--- src/rtl/sparhixcel_mem_loader.sv ---
// sparhixcel_mem_loader: turns a header-framed valid/ready word stream into
// registered write strobes on the feature, weight and ROM-signal memories.
//
// Handshake: a word transfers on a rising edge where s_valid_i && s_ready_o.
// s_ready_o depends only on lock_i and rst_i, never on s_valid_i. The source
// may raise or drop s_valid_i freely. A cycle with no transfer leaves the FSM,
// the address and the count untouched.
module sparhixcel_mem_loader #(
  parameter int DATA_WIDTH    = 72,
  parameter int ROM_SIG_WIDTH = 63,
  parameter int ADDR_WIDTH    = 10
) (
  input  logic                     clk_i,
  input  logic                     rst_i,
  input  logic [DATA_WIDTH-1:0]    s_data_i,
  input  logic                     s_valid_i,
  output logic                     s_ready_o,
  input  logic                     lock_i,
  output logic [DATA_WIDTH-1:0]    mem_data_o,
  output logic [ADDR_WIDTH-1:0]    wr_addrs_mem_o,
  output logic                     wr_mem_ld_o,
  output logic [DATA_WIDTH-1:0]    mem2_data_o,
  output logic [ADDR_WIDTH-1:0]    wr_addrs_mem2_o,
  output logic                     wr_mem2_ld_o,
  output logic [ROM_SIG_WIDTH-1:0] rom_signals_data_o,
  output logic [ADDR_WIDTH-1:0]    wr_addrs_rom_signal_o,
  output logic                     wr_rom_signals_ld_o,
  output logic                     busy_o,
  output logic                     done_o,
  output logic                     err_o
);

  // Burst length field is fixed at 10 bits (1..1024 words).
  localparam int CNT_W = 10;

  typedef enum logic [1:0] {HDR = 2'd0, DATA = 2'd1, DISCARD = 2'd2} state_t;

  state_t                   state_q, state_d;
  logic [1:0]               tgt_q, tgt_d;
  logic [ADDR_WIDTH-1:0]    addr_q, addr_d;
  logic [CNT_W-1:0]         cnt_q, cnt_d;   // words remaining minus one

  logic [DATA_WIDTH-1:0]    mem_data_q, mem_data_d;
  logic [ADDR_WIDTH-1:0]    mem_addr_q, mem_addr_d;
  logic                     mem_ld_q, mem_ld_d;
  logic [DATA_WIDTH-1:0]    mem2_data_q, mem2_data_d;
  logic [ADDR_WIDTH-1:0]    mem2_addr_q, mem2_addr_d;
  logic                     mem2_ld_q, mem2_ld_d;
  logic [ROM_SIG_WIDTH-1:0] rom_data_q, rom_data_d;
  logic [ADDR_WIDTH-1:0]    rom_addr_q, rom_addr_d;
  logic                     rom_ld_q, rom_ld_d;
  logic                     busy_q, busy_d;
  logic                     done_q, done_d;
  logic                     err_q, err_d;

  logic                     accept;

  assign s_ready_o = !lock_i && !rst_i;
  assign accept    = s_valid_i && s_ready_o;

  // Next-state, counters and registered write-port values.
  always_comb begin
    state_d     = state_q;
    tgt_d       = tgt_q;
    addr_d      = addr_q;
    cnt_d       = cnt_q;
    mem_data_d  = mem_data_q;
    mem_addr_d  = mem_addr_q;
    mem_ld_d    = 1'b0;
    mem2_data_d = mem2_data_q;
    mem2_addr_d = mem2_addr_q;
    mem2_ld_d   = 1'b0;
    rom_data_d  = rom_data_q;
    rom_addr_d  = rom_addr_q;
    rom_ld_d    = 1'b0;
    done_d      = 1'b0;
    err_d       = 1'b0;
    busy_d      = 1'b0;

    case (state_q)
      HDR: begin
        if (accept) begin
          tgt_d  = s_data_i[1:0];
          addr_d = s_data_i[2 +: ADDR_WIDTH];
          cnt_d  = s_data_i[12 +: CNT_W];
          if (s_data_i[1:0] == 2'd3) begin
            state_d = DISCARD;
            err_d   = 1'b1;
          end else begin
            state_d = DATA;
          end
        end
      end
      DATA: begin
        if (accept) begin
          case (tgt_q)
            2'd0: begin
              mem_ld_d   = 1'b1;
              mem_addr_d = addr_q;
              mem_data_d = s_data_i;
            end
            2'd1: begin
              mem2_ld_d   = 1'b1;
              mem2_addr_d = addr_q;
              mem2_data_d = s_data_i;
            end
            default: begin
              rom_ld_d   = 1'b1;
              rom_addr_d = addr_q;
              rom_data_d = s_data_i[ROM_SIG_WIDTH-1:0];
            end
          endcase
          addr_d = addr_q + 1'b1;
          if (cnt_q == '0) begin
            state_d = HDR;
            done_d  = 1'b1;
          end else begin
            cnt_d = cnt_q - 1'b1;
          end
        end
      end
      DISCARD: begin
        if (accept) begin
          if (cnt_q == '0) begin
            state_d = HDR;
          end else begin
            cnt_d = cnt_q - 1'b1;
          end
        end
      end
      default: state_d = HDR;
    endcase

    // Busy covers the cycle after the header through the cycle after the
    // last word, so it is set if either the current or next state is in a burst.
    busy_d = (state_q != HDR) || (state_d != HDR);
  end

  // State and output registers; reset abandons any burst in progress.
  always_ff @(posedge clk_i) begin
    if (rst_i) begin
      state_q     <= HDR;
      tgt_q       <= '0;
      addr_q      <= '0;
      cnt_q       <= '0;
      mem_data_q  <= '0;
      mem_addr_q  <= '0;
      mem_ld_q    <= 1'b0;
      mem2_data_q <= '0;
      mem2_addr_q <= '0;
      mem2_ld_q   <= 1'b0;
      rom_data_q  <= '0;
      rom_addr_q  <= '0;
      rom_ld_q    <= 1'b0;
      busy_q      <= 1'b0;
      done_q      <= 1'b0;
      err_q       <= 1'b0;
    end else begin
      state_q     <= state_d;
      tgt_q       <= tgt_d;
      addr_q      <= addr_d;
      cnt_q       <= cnt_d;
      mem_data_q  <= mem_data_d;
      mem_addr_q  <= mem_addr_d;
      mem_ld_q    <= mem_ld_d;
      mem2_data_q <= mem2_data_d;
      mem2_addr_q <= mem2_addr_d;
      mem2_ld_q   <= mem2_ld_d;
      rom_data_q  <= rom_data_d;
      rom_addr_q  <= rom_addr_d;
      rom_ld_q    <= rom_ld_d;
      busy_q      <= busy_d;
      done_q      <= done_d;
      err_q       <= err_d;
    end
  end

  assign mem_data_o            = mem_data_q;
  assign wr_addrs_mem_o        = mem_addr_q;
  assign wr_mem_ld_o           = mem_ld_q;
  assign mem2_data_o           = mem2_data_q;
  assign wr_addrs_mem2_o       = mem2_addr_q;
  assign wr_mem2_ld_o          = mem2_ld_q;
  assign rom_signals_data_o    = rom_data_q;
  assign wr_addrs_rom_signal_o = rom_addr_q;
  assign wr_rom_signals_ld_o   = rom_ld_q;
  assign busy_o                = busy_q;
  assign done_o                = done_q;
  assign err_o                 = err_q;

endmodule

--- config.mk ---
export PLATFORM = sky130hd
export DESIGN_NAME = sparhixcel_mem_loader
export DESIGN_NICKNAME = d
export VERILOG_FILES = /design/src/rtl/sparhixcel_mem_loader.sv
export SDC_FILE = /design/constraint.sdc
export NUM_CORES = 1
export LEC_CHECK = 0
export CAP_MARGIN = 15
export CORE_MARGIN = 2
export CORE_UTILIZATION = 48
export DETAILED_ROUTE_END_ITERATION = 16
export GPL_ROUTABILITY_DRIVEN = 0
export PLACE_DENSITY = 0.87
export SLEW_MARGIN = 20
export SYNTH_ARGS = -nofsm -noshare
export SYNTH_HDL_FRONTEND = slang
export SYNTH_SLANG_ARGS = --single-unit
--- constraint.sdc ---
create_clock -name clk_i -period 5.82 [get_ports clk_i]
set_input_delay 1.164 -clock clk_i [delete_from_list [all_inputs] [get_ports clk_i]]
set_output_delay 1.164 -clock clk_i [all_outputs]
set_load 0.01 [all_outputs]
# After elaboration in Yosys (flattened, before gate mapping)
# Index checks and enable logic that the tools add are counted.
[op_classes]
add_sub_neg = 2
muxes = 17
reduce_logical = 22
n_bitwise = 4
n_eq_ne = 8
[ops]
columns = ["op", "n"]
rows = [
  ["$mux W10", 5],
  ["$pmux W10 S2", 2],
  ["$reduce_and A3 Y1", 4],
  ["$add A10 B1 Y10 const B", 1],
  ["$logic_not A10 Y1", 1],
  ["$sub A10 B1 Y10 const B", 1],
  ["$mux W2", 4],
  ["$reduce_bool A2 Y1", 4],
  ["$ne A2 B2 Y1 const B", 3],
  ["$reduce_or A3 Y1", 2],
  ["$mux W1", 5],
  ["$eq A2 B1 Y1 const B", 2],
  ["$eq A2 B2 Y1 const B", 2],
  ["$logic_not A2 Y1", 2],
  ["$not A1 Y1", 4],
  ["$pmux W2 S2", 1],
  ["$reduce_and A4 Y1", 1],
  ["$reduce_or A2 Y1", 2],
  ["$logic_and A1 B1 Y1", 2],
  ["$logic_not A1 Y1", 2],
  ["$ne A2 B1 Y1 const B", 1],
  ["$reduce_and A2 Y1", 1],
  ["$logic_or A1 B1 Y1", 1],
]
[totals]
ff_bits = 267

# Longest topological paths before layout
# Gate-level depths: netlist of run 1.
[logic_depth]
word_depth = 7
mapped_depth = 10

# Worst setup path after synthesis of run 1
# Ideal clock, no wire load.
[synth_path]
path_type = "input to output"
startpoint = "in rst_i"
endpoint = "out s_ready_o"
stages = 3
path_buffers = 2
t_required_ns = 4.656
setup_slack_ns = 2.946
arrival_ns = 1.710
cell_sequence = "buf_2 -> clkbuf_1 -> nor2_1"
[synth_via]
elab_chain_len = 2
[synth_lines]
columns = ["element", "line_no", "source"]
rows = [
  ["from (decl)", "14", "input logic rst_i,"],
  ["$logic_not A1 Y1", "58", "assign s_ready_o = !lock_i && !rst_i;"],
  ["$logic_and A1 B1 Y1", "58", ""],
  ["to (decl)", "17", "output logic s_ready_o,"],
]
# Every way passes these cells.

# Worst setup path in the final report of run 1
[layout_path]
startpoint = "in rst_i"
endpoint = "reg mem2_data_q[10], in the netlist mem2_data_o[10]"
[layout_via]
elab_chain_len = 4
[layout_lines]
columns = ["element", "line_no", "source"]
rows = [
  ["$logic_not A1 Y1", "58", ""],
  ["$logic_and A1 B1 Y1", "58", ""],
  ["$logic_and A1 B1 Y1", "59", "assign accept = s_valid_i && s_ready_o;"],
  ["$reduce_and A3 Y1 (no line)", "n/a", ""],
  ["to (signal assigned)", "166", "mem2_data_q <= mem2_data_d;"],
  ["to (decl)", "46", "logic [DATA_WIDTH-1:0] mem2_data_q, mem2_data_d;"],
]
# Several ways; a longest one is shown, not always the timed one.
# A chain may end at the register's enable or synchronous reset.

==> summary by stage, run 1 <==
Finish
After the flow finishes, the layout carries non-filler instances totaling 1804. Of the cells placed in the final design, the portion with a size suffix greater than 1 is 4.631%. Summing all multi-input logic gate instances after layout gives 0.004050 sq mm.

The finished cells cover 0.01402 sq mm. The growth of design area from synthesis to finish is 41.87%. After filler insertion, the fill cell instance count of the layout stands at 1527. The final standard cell utilization of the core is 69.29%. After the last flow step, the layout net total stands at 1594. The area taken by flip-flops and latches is 0.005345 sq mm.

Floorplanning
For this design the top-level I/O count stands at 320. The area of the core is 0.02023 sq mm. The die area is 0.02175 sq mm. The die boundary height is 147.5 microns. The row count is 52. The initial standard-cell utilization of the core is 48.84%. The chip width is 147.5 microns.

Synth
Sorting the synthesized cells by area gives the leading types as sky130_fd_sc_hd__dfxtp_1 (54%), sky130_fd_sc_hd__nand2_1 (19%), sky130_fd_sc_hd__a21oi_1 (13%). The Yosys warning count is 0. The fraction of post-synthesis cell area in the top cell type by area is 54.08%. In this run, synthesis produced a sequential element count of 267.

In this run, synthesis inferred 0 flip-flops with an integrated enable. The number of distinct library cells after synthesis is 59. The proportion of synthesized flip-flops having asynchronous set or reset is 0%. By count the netlist is led by sky130_fd_sc_hd__nand2_1 (490), sky130_fd_sc_hd__dfxtp_1 (267), sky130_fd_sc_hd__a21oi_1 (260), sky130_fd_sc_hd__clkbuf_1 (54), sky130_fd_sc_hd__buf_2 (31). The most used flip-flop cell after synthesis is sky130_fd_sc_hd__dfxtp_1.

Yosys instantiated no cell more often than sky130_fd_sc_hd__nand2_1. Each instance of the synthesized netlist takes up on average 7.907 sq um. Synthesis produced a netlist with a net count of 1331. For this run, the register share of the synthesized area comes to 54.08%. Summed over all instances, the cell type with the most area after synthesis is sky130_fd_sc_hd__dfxtp_1. The instance count of the mapped netlist is 1250. The cell area after synthesis is 0.009883 sq mm.

Timing
The remaining max-slew budget at the tightest pin is 22.10%. The post-route minimum period is 3658 ps. The final hold slack is 450.8 ps. The final-report max-slew violation count is 0.

The transition time at the pin with the least slew margin is 1169 ps. Setup violations remaining at the end of the flow were counted as 0. Setup slack closes at 2162 ps. The maximum clock skew at final layout is 14.66 ps. Setup repair after global routing left no endpoint under its margin. The setup total negative slack is 0 ps.

The hold violation total from the final report is 0. The highest clock rate is 273.4 MHz. The final cycle utilization of the critical path is 62.86%.

Pwr
In this run the power density over the cells is 276.6 mW/mm^2. The standby leakage power is 4.586 nW. The maximum resistive drop on vdd is 0.2490 mV. Power comes to 3.879 mW.

Drt
Summed over all nets, wire length on met3 after detailed routing comes to 2631 microns. The ratio of routed vias to standard cells is 5.365. The first detailed-routing pass ran for 5 iterations. After detailed routing, the wire length on met1 is 11370 microns. The detailed router used layers up to and including met4. The post-route antenna net violation count is 0. The total number of vias is 9678. The DRC violation count after routing is 0.

The number of design-rule violations left by the first detailed-router iteration is 612. The overall routed net length is 29450 microns. The average detailed-routed wire length per instance is 16.33 microns. The met2 wire length is 14550 microns.

Outcome
The run finished with clean final reports.

Critical path
The data arrival time at the worst-slack endpoint is 4090 ps. The maximum fanout encountered on the critical timing path is 164. Traced cell by cell, the critical path runs through clkbuf_8 > nand4bb_1 > or3b_4 > inv_2 > buf_4 > nand2_1 > a21oi_1. STA puts the critical path data required time at 6260 ps.

The top cell family by delay on the critical path is buffers and inverters. In this design, the stage delay of the slowest critical-path cell is 720 ps. The type of origin of the critical path is a primary input. The number of buffers and inverters on the critical path is 3. The cell with the largest stage delay on the worst path is sky130_fd_sc_hd__inv_2. The worst setup path is captured at a flip-flop. The origin of the critical flop-to-flop path is state_q[1]. The category of the most critical setup path is primary input to flip-flop. In this run the worst setup path begins at rst_i.

Clock tree
The hold-fix buffer count after cts is 0. The later-pin clock latency in the skew report is 530 ps. The library cell used as clock root buffer is sky130_fd_sc_hd__clkbuf_16.

The number of buffers between clock root and the deepest sink is 3. The number of clock sinks is 267. The buffers inserted during post-CTS setup optimization is 0. The TritonCTS clock tree is done.

The clock-pin transition on the worst setup and hold timing paths is 60 ps. The post-CTS resize count is 0. The total CTS buffers is 28. CTS built an H-tree with a depth of 1.

Min path
The min-delay analysis places its worst path in the category flip-flop to flip-flop. The startpoint of the worst hold path is wr_addrs_rom_signal_o[9].

GRT
The maximum number of pins on one net before global-route repair is 165. The global router's overall resource usage is 25.66%. The initial antenna violation count is 1.

The first global-routing pass estimated 46090 microns of wire. The overall overflow remaining after global route is 0. The number of global-route vias before repair is 9007.

Placement
The cell area after placement is 0.01305 sq mm. After detailed placement, the design holds a cell count of 1753. The setup slack at placement is 1710 ps. The detailed placement HPWL is 19120 microns.

In this run the tool buffered the top-level ports with 319 buffer cells.

Flow run
The number of maximum-capacitance constraint violations is 0.
==> final timing paths <==
path,slack (ps),cells past startpoint,end
setup reg to reg,2300,8,mem2_data_o[10]
setup / recovery,2160,7,mem2_data_o[10]
hold / removal,450,2,wr_addrs_rom_signal_o[9]
hold reg to reg,450,2,wr_addrs_rom_signal_o[9]
==> placed cells by master, fill, tap and decap left out, types with 4 or more instances in the layout <==
master,count
sky130_fd_sc_hd__ha_1,5
sky130_fd_sc_hd__buf_4,8
sky130_fd_sc_hd__a211oi_1,5
sky130_fd_sc_hd__dfxtp_1,267
sky130_fd_sc_hd__inv_1,8
sky130_fd_sc_hd__o21ai_0,10
sky130_fd_sc_hd__nand2_1,490
sky130_fd_sc_hd__clkdlybuf4s50_1,318
sky130_fd_sc_hd__clkbuf_16,29
sky130_fd_sc_hd__a21oi_1,260
sky130_fd_sc_hd__clkinvlp_4,4
sky130_fd_sc_hd__nand3_1,12
sky130_fd_sc_hd__clkinv_2,5
sky130_fd_sc_hd__mux2i_1,4
sky130_fd_sc_hd__nor3_1,8
sky130_fd_sc_hd__nor2b_1,5
sky130_fd_sc_hd__nor2_1,15
sky130_fd_sc_hd__clkbuf_8,6
==> tightest hold or removal path: stages, from the launching register on <==
cell and delay (ps):
sky130_fd_sc_hd__dfxtp_1 300, sky130_fd_sc_hd__nand2_1 50, sky130_fd_sc_hd__a21oi_1 50
==> kinds of logic after synthesis <==
group	share of synthesized area, %
adders and majority gates	0.6330
muxes	0.5191
xor gates and xnor gates	0.08864
AOI/OAI and AO/OA	16.77
buffers and inverters	5.102
and+or+nand+nor	22.80
DFF	54.08
==> sequential cells by signal, summed over array words and instances, names as in the netlist <==
name / cells
wr_mem_ld_o: 1
cnt_q: 10
err_o: 1
addr_q: 10
rom_signals_data_o: 63
mem_data_o: 72
wr_addrs_rom_signal_o: 10
wr_addrs_mem2_o: 10
wr_mem2_ld_o: 1
wr_rom_signals_ld_o: 1
busy_o: 1
wr_addrs_mem_o: 10
done_o: 1
mem2_data_o: 72
tgt_q: 2
state_q: 2
==> layout make-up <==
type	instances	area share [%]
tap	270	2.409
antenna	1	0.01785
sequential	267	38.12
timing repair buffer	328	23.37
multi-input combinational	877	28.89
clock buffer	37	5.747
clock inverter	13	1.151
inverter	11	0.2945
==> per-layer routing <==
metal / up-vias / global-route usage, %
met5: - / 0
met2: 426 / 44.44
met3: 62 / 6.728
met4: 0 / 9.183
met1: 4547 / 30.86
li1: 4643 / -
==> power breakdown <==
group          total, mW  switching, mW  leakage [nW]  internal [mW]
clock               1.83          0.723         0.466           1.11
combinational      0.195          0.110          1.97         0.0844
sequential          1.85         0.0153          2.15           1.84
Power figures use the tool's default switching activity.
==> run 2: changes to the inputs <==
--- a/config.mk
+++ b/config.mk
@@ -7,10 +7,10 @@
 export LEC_CHECK = 0
 export CAP_MARGIN = 15
 export CORE_MARGIN = 2
-export CORE_UTILIZATION = 48
+export CORE_UTILIZATION = 46
 export DETAILED_ROUTE_END_ITERATION = 16
 export GPL_ROUTABILITY_DRIVEN = 0
-export PLACE_DENSITY = 0.87
+export PLACE_DENSITY = 0.84
 export SLEW_MARGIN = 20
 export SYNTH_ARGS = -nofsm -noshare
 export SYNTH_HDL_FRONTEND = slang
==> constraint.sdc (replaced) <==
create_clock -name clk_i -period 3.8 [get_ports clk_i]
set_input_delay 0.76 -clock clk_i [delete_from_list [all_inputs] [get_ports clk_i]]
set_output_delay 0.76 -clock clk_i [all_outputs]
set_load 0.01 [all_outputs]
==> run 2 against run 1 <==
  * Final cell count grew 0.61%
  * Combinational power is 53% higher
  * Hold slack improved by 0.55 ps
  * Non-clock buffer count rose by 6
  * Largest cell class unchanged
==> summary by stage, run 2 (same netlist as run 1, synthesis figures left out) <==
Finish
The final design instance area without fill is 0.01408 sq mm (+0.39%). The antenna diode count is 0 (-1). Relative to the synthesized area, the layout overhead comes to 42.42%. The total of fill cells in the finished design is 1675 (+9.7%). The final standard cell utilization of the core was 66.75% (-2.5 points).

The number of cells in the finished layout apart from fillers is 1815 (+0.61%). The total number of nets in the final design came to 1600 (+0.38%). The fraction of final layout cells sized beyond drive strength 1 is 4.870% (+0.24 points). The library cells used most frequently in the layout, excluding fill and tap cells, are sky130_fd_sc_hd__nand2_1 (490), sky130_fd_sc_hd__clkdlybuf4s50_1 (318), sky130_fd_sc_hd__dfxtp_1 (267). The most frequent standard cell in the layout excluding fill and tap cells is sky130_fd_sc_hd__nand2_1.

Pwr
The total power of the final layout is 5.845 mW (+51%). The maximum resistive drop on vdd was 0.3811 mV (+53%). The cell area power density is 415.3 mW/mm^2 (+50%).

The standby leakage power is 4.627 nW (+0.89%).

Drt
The DRC violation count after routing is 0 (unchanged). The average detailed-routed wire length per instance came to 16.40 microns (+0.46%). The ratio of routed vias to standard cells was 5.295 (-1.3%). The post-route antenna net violation count is 0 (unchanged).

The count of TritonRoute iterations in the first routing pass is 5 (unchanged). The overall routed net length came to 29770 microns (+1.1%). The number of design-rule violations left by the first detailed-router iteration is 576 (-5.9%).

The total number of vias is 9611 (-0.69%).

Clock tree
The number of H-tree branching levels is 1 (unchanged). The number of clock sinks is 267 (unchanged). The library cell used as clock root buffer is sky130_fd_sc_hd__clkbuf_16. The TritonCTS clock tree is done. The clock-pin transition on the worst setup and hold timing paths is 60 ps (about the same). The hold-fix buffer count after cts is 0 (unchanged). The buffers inserted during post-CTS setup optimization is 0 (unchanged). The later-pin clock latency in the skew report is 540 ps (about the same). The number of buffers between clock root and the deepest sink is 3 (unchanged). The total CTS buffers is 28 (unchanged). The post-CTS resize count is 0 (unchanged).

GRT
The overall overflow remaining after global route is 0 (unchanged). The number of global-route vias before repair is 9227 (+2.4%). The initial antenna violation count is 0 (-1). The maximum number of pins on one net before global-route repair is 95 (-42%).

The global router's overall resource usage came to 25.13% (-0.53 points). The global-route wire length before repair is 46550 microns (+1.0%).

Critical path
The data arrival time at the worst-slack endpoint is 1980 ps (-2110 ps). The data required time at the worst endpoint came to 3040 ps (-3220 ps). The type of origin of the critical path is a primary input.

The maximum fanout encountered on the critical timing path is 5 (-97%). STA classifies the critical path endpoint as an output pin. The number of cells traversed by the worst register-to-register path is 9 (+1). By startpoint and endpoint, the worst setup path is classified as primary input to output pin.

Placement
The count of buffers from port buffering was 319 (unchanged). The cell count after placement is 1764 (+0.63%). The detailed placement HPWL is 19460 microns (+1.8%). The cell area after placement came to 0.01316 sq mm (+0.81%).

Timing
The setup total negative slack is 0 ps (unchanged). The total of endpoints with negative setup slack in the final report is 0 (unchanged). The hold violation total from the final report was 0 (unchanged). The transition time at the pin with the least slew margin is 1004 ps (-164.5 ps). The final cycle utilization of the critical path is 72.18%. Setup repair after global routing left no endpoint under its margin. Based on the critical path, the design can be clocked at up to 364.6 MHz. The post-route minimum period is 2743 ps.

The final-report max-slew violation count is 0 (unchanged). The maximum clock skew at final layout was 13.92 ps (-0.7335 ps). The remaining max-slew budget at the tightest pin is 33.07% (+11 points).

Floorplanning
The row count came to 53 (+1.9%). The die boundary height is 150.6 microns (+2.1%). The chip width is 150.6 microns (+2.1%). The die area is 0.02267 sq mm (+4.2%). The boundary pin count is 320 (unchanged). The area of the core was 0.02109 sq mm (+4.2%).

The initial standard-cell utilization of the core is 46.87% (-2.0 points).

Min path
The path category of the worst min-delay check is flip-flop to flip-flop. The instance count along the most critical hold path is 2 (unchanged).

Outcome
The flow ran to the end, and the final reports show no timing, DRC or antenna violations.

Flow run
The number of maximum-capacitance constraint violations was 0 (unchanged).
-- run 2: report_power, final --
part	switching, mW	leakage, nW	internal (mW)
clock network	1.10	0.463	1.61
logic	0.168	2.01	0.131
registers	0.0240	2.15	2.82
-- run 2: worst max-delay path, stage by stage --
cell,delay (ps)
sky130_fd_sc_hd__clkdlybuf4s50_1,530
sky130_fd_sc_hd__nor2_1,150
sky130_fd_sc_hd__clkdlybuf4s50_1,540
-- run 2: routing by layer --
| layer | GRT usage [%] | wire [microns] | vias up |
|---|---|---|---|
| met4 | 9.533 | 1056 | 0 |
| li1 | - | - | 4662 |
| met5 | 0 | 0 | - |
| met1 | 30.09 | 11660 | 4490 |
| met2 | 42.64 | 14360 | 383 |
| met3 | 7.364 | 2695 | 76 |
-- run 2: final timing paths --
path | start | endpoint | slack, ps
min reg2reg | rom_signals_data_o[17] | rom_signals_data_o[17] | 450
max reg2reg | state_q[1] | wr_addrs_mem_o[6] | 1270
min | rom_signals_data_o[17] | rom_signals_data_o[17] | 450
max | lock_i | s_ready_o | 1060
-- run 2: stage by stage --
stage | hold slack (ps) | worst slack (ps)
detailed placement | 445.4 | 782.3
floorplan | 440.1 | 1687
CTS | 452.7 | 1060
global route | 465.1 | 1027
finish | 451.4 | 1057
global placement | 440.6 | 857.5
-- run 2: area by class of cell --
type	count	area [sq um]	area share (%)
Multi-Input combinational cell	877	4054	28.80
Inverter	11	41.29	0.2933
Clock inverter	12	116.4	0.8267
Timing Repair Buffer	334	3372	23.96
Sequential cell	267	5345	37.97
Tap cell	275	344.1	2.444
Clock buffer	39	803.3	5.707
==> run 3: changes to the inputs <==
==> constraint.sdc (replaced) <==
create_clock -name clk_i -period 2.6 [get_ports clk_i]
set_input_delay 0.52 -clock clk_i [delete_from_list [all_inputs] [get_ports clk_i]]
set_output_delay 0.52 -clock clk_i [all_outputs]
set_load 0.01 [all_outputs]
==> run 3 against run 2 <==
  * Utilization grew 0.39 points
  * Register-to-register slack lost 790 ps
  * Global-route usage grew 0.18 points
  * Total power grew 46%
  * Highest routed layer unchanged
==> summary by stage, run 3 (same netlist as run 1, synthesis figures left out) <==
Floorplanning
The chip width is 150.6 microns (unchanged). The initial standard-cell utilization of the core is 46.87% (unchanged). The row count was 53 (unchanged). The boundary pin count is 320 (unchanged). The area of the core is 0.02109 sq mm (unchanged). The die boundary height is 150.6 microns (unchanged). The die area was 0.02267 sq mm (unchanged).

Drt
The count of TritonRoute iterations in the first routing pass is 4 (-1). The overall routed net length is 29950 microns (+0.60%). The post-route antenna net violation count is 0 (unchanged). The average detailed-routed wire length per instance is 16.43 microns (+0.16%).

The DRC violation count after routing was 0 (unchanged). The number of design-rule violations left by the first detailed-router iteration is 538 (-6.6%). The total number of vias came to 9751 (+1.5%).

The ratio of routed vias to standard cells is 5.349 (+1.0%).

Critical path
The data arrival time at the worst-slack endpoint is 1740 ps (-240 ps). In this run the critical register-to-register path is launched from cnt_q[0]. The kind of end point of the critical path is an output pin. The data required time at the worst endpoint is 2080 ps (-960 ps).

The number of cells traversed by the worst register-to-register path is 6 (-3). The category of the most critical setup path is primary input to output pin. The maximum fanout encountered on the critical timing path is 5 (unchanged). The setup slack on the worst flop-to-flop path was 480 ps (-790 ps).

The type of origin of the critical path is a primary input. The endpoint identified for the worst register-to-register timing path is cnt_q[0].

Pwr
The total power of the final layout is 8.535 mW (+46%). The share of total power in combinational logic is 5.2% (about the same). The sequential group share of total power is 48.6% (about the same). The standby leakage power came to 4.674 nW (+1.0%). The proportion of total power due to net switching is 22.30% (+0.27 points).

The cell area power density came to 602.9 mW/mm^2 (+45%). The power dissipated by switching net loads is 1.903 mW (+48%). The cell-internal power is 6.632 mW (+46%). The maximum resistive drop on vdd was 0.4752 mV (+25%). The clock network fraction of total power is 46.2% (about the same).

Finish
The fraction of final layout cells sized beyond drive strength 1 was 5.426% (+0.56 points). In the layout the commonest cells are sky130_fd_sc_hd__nand2_1 (490), sky130_fd_sc_hd__clkdlybuf4s50_1 (318), sky130_fd_sc_hd__dfxtp_1 (267). The number of cells in the finished layout apart from fillers is 1823 (+0.44%). The total of fill cells in the finished design is 1698 (+1.4%). The library cell used most frequently in the layout, excluding fill and tap cells, is sky130_fd_sc_hd__nand2_1.

The total number of nets in the final design was 1609 (+0.56%). From synthesis to final layout, the design area changed by 43.25%. The final standard cell utilization of the core is 67.14% (+0.39 points).

The antenna diode count was 0 (unchanged).

GRT
The met3 track utilization from global routing is 7.394% (+0.030 points). The initial antenna violation count was 0 (unchanged). The number of global-route vias before repair is 9373 (+1.6%). The met2 track demand over resource in global routing came to 43.59% (+0.95 points). The overall overflow remaining after global route is 0 (unchanged). The global-route wire length before repair is 46910 microns (+0.77%). The maximum number of pins on one net before global-route repair is 103 (+8.4%). The met1 routing resource usage after global routing is 29.42% (-0.67 points).

The global router's overall resource usage is 25.31% (+0.18 points). The busiest layer in global routing is met2.

Timing
The post-route minimum period is 2263 ps. The total of endpoints with negative setup slack in the final report is 0 (unchanged). The maximum clock skew at final layout is 20.19 ps (+6.264 ps). The remaining max-slew budget at the tightest pin is 32.15% (-0.91 points). The final worst setup slack came to 337.4 ps (-719.9 ps). Of the available clock period, the critical path in the final layout requires 87.02%. The highest clock rate is 442.0 MHz. Setup repair after global routing left no endpoint under its margin. The hold violation total from the final report is 0 (unchanged).

The setup total negative slack was 0 ps (unchanged). The transition time at the pin with the least slew margin is 1018 ps (+13.72 ps). The final-report max-slew violation count came to 0 (unchanged).

Clock tree
The library cell used as clock root buffer is sky130_fd_sc_hd__clkbuf_16. The later-pin clock latency in the skew report is 540 ps (about the same). The clock-pin transition on the worst setup and hold timing paths was 60 ps (about the same). The post-CTS resize count is 0 (unchanged). The hold-fix buffer count after cts came to 0 (unchanged). The number of clock sinks came to 267 (unchanged). The number of H-tree branching levels is 1 (unchanged). The TritonCTS clock tree is done. The buffers inserted during post-CTS setup optimization was 0 (unchanged).

The total CTS buffers is 28 (unchanged). The number of buffers between clock root and the deepest sink is 3 (unchanged).

Placement
The setup slack at placement is 103.5 ps (-678.9 ps). The cell count after placement came to 1773 (+0.51%). The count of buffers from port buffering was 319 (unchanged). The detailed placement HPWL is 20190 microns (+3.8%).

Min path
In this run the most critical hold path is launched from rst_i. The worst hold path endpoint is rom_signals_data_o[57]. The instance count along the most critical hold path is 2 (unchanged). The path category of the worst min-delay check is primary input to flip-flop.

Flow run
The number of maximum-capacitance constraint violations is 0 (unchanged).

Outcome
The flow ran to the end, and the final reports show no timing, DRC or antenna violations.
## run 3: how the worst max path moves through the flow
| stage | cells after the start | start | to | slack (ps) |
|---|---|---|---|---|
| after floorplan | 7 | rst_i | mem2_data_o[0] | 730 |
| after detailed placement | 7 | lock_i | mem2_data_o[51] | 100 |
| after global placement | 7 | lock_i | mem2_data_o[31] | 180 |
| final | 3 | lock_i | s_ready_o | 340 |
| after CTS | 3 | lock_i | s_ready_o | 340 |
| after global routing | 6 | cnt_q[0] | cnt_q[0] | 330 |
## run 3: layout make-up
class / count / area (sq um) / area share, %
clock buffers: 37 / 785.8 / 5.550
repair buffers: 343 / 3465 / 24.47
flip-flops and latches: 267 / 5345 / 37.76
well taps: 275 / 344.1 / 2.430
inverters: 11 / 41.29 / 0.2916
multi-input cells: 877 / 4054 / 28.63
clock inverters: 13 / 122.6 / 0.8661
## run 3: stage by stage
| step | cell area [sq um] | hold slack (ps) |
|---|---|---|
| 2_1_floorplan | 9883 | 440.1 |
| 3_5_place_dp | 13250 | 445.5 |
| 4_1_cts | 14160 | 202.2 |
| 6_report | 14160 | 219.2 |
| 3_3_place_gp | 13250 | 440.6 |
| 5_1_grt | 14160 | 215.3 |
## run 3: power by group through the flow
stage	logic, mW	clock network [mW]	registers [mW]
after global placement	0.433	0	4.24
after global routing	0.478	4.17	4.15
after CTS	0.441	4.00	4.15
after detailed placement	0.437	0	4.24
after floorplan	0.206	0	4.23
final	0.444	3.94	4.15
## run 3: metal layers
layer / vias to the layer above / part of all wire, %
li1: 4669 / -
met1: 4595 / 38
met2: 406 / 48
met3: 81 / 10
met4: 0 / 3.6
met5: - / 0
## run 3: worst max-delay path, stage by stage
cell and delay (ps):
sky130_fd_sc_hd__clkdlybuf4s50_1 530, sky130_fd_sc_hd__nor2_1 150, sky130_fd_sc_hd__clkdlybuf4s50_1 550
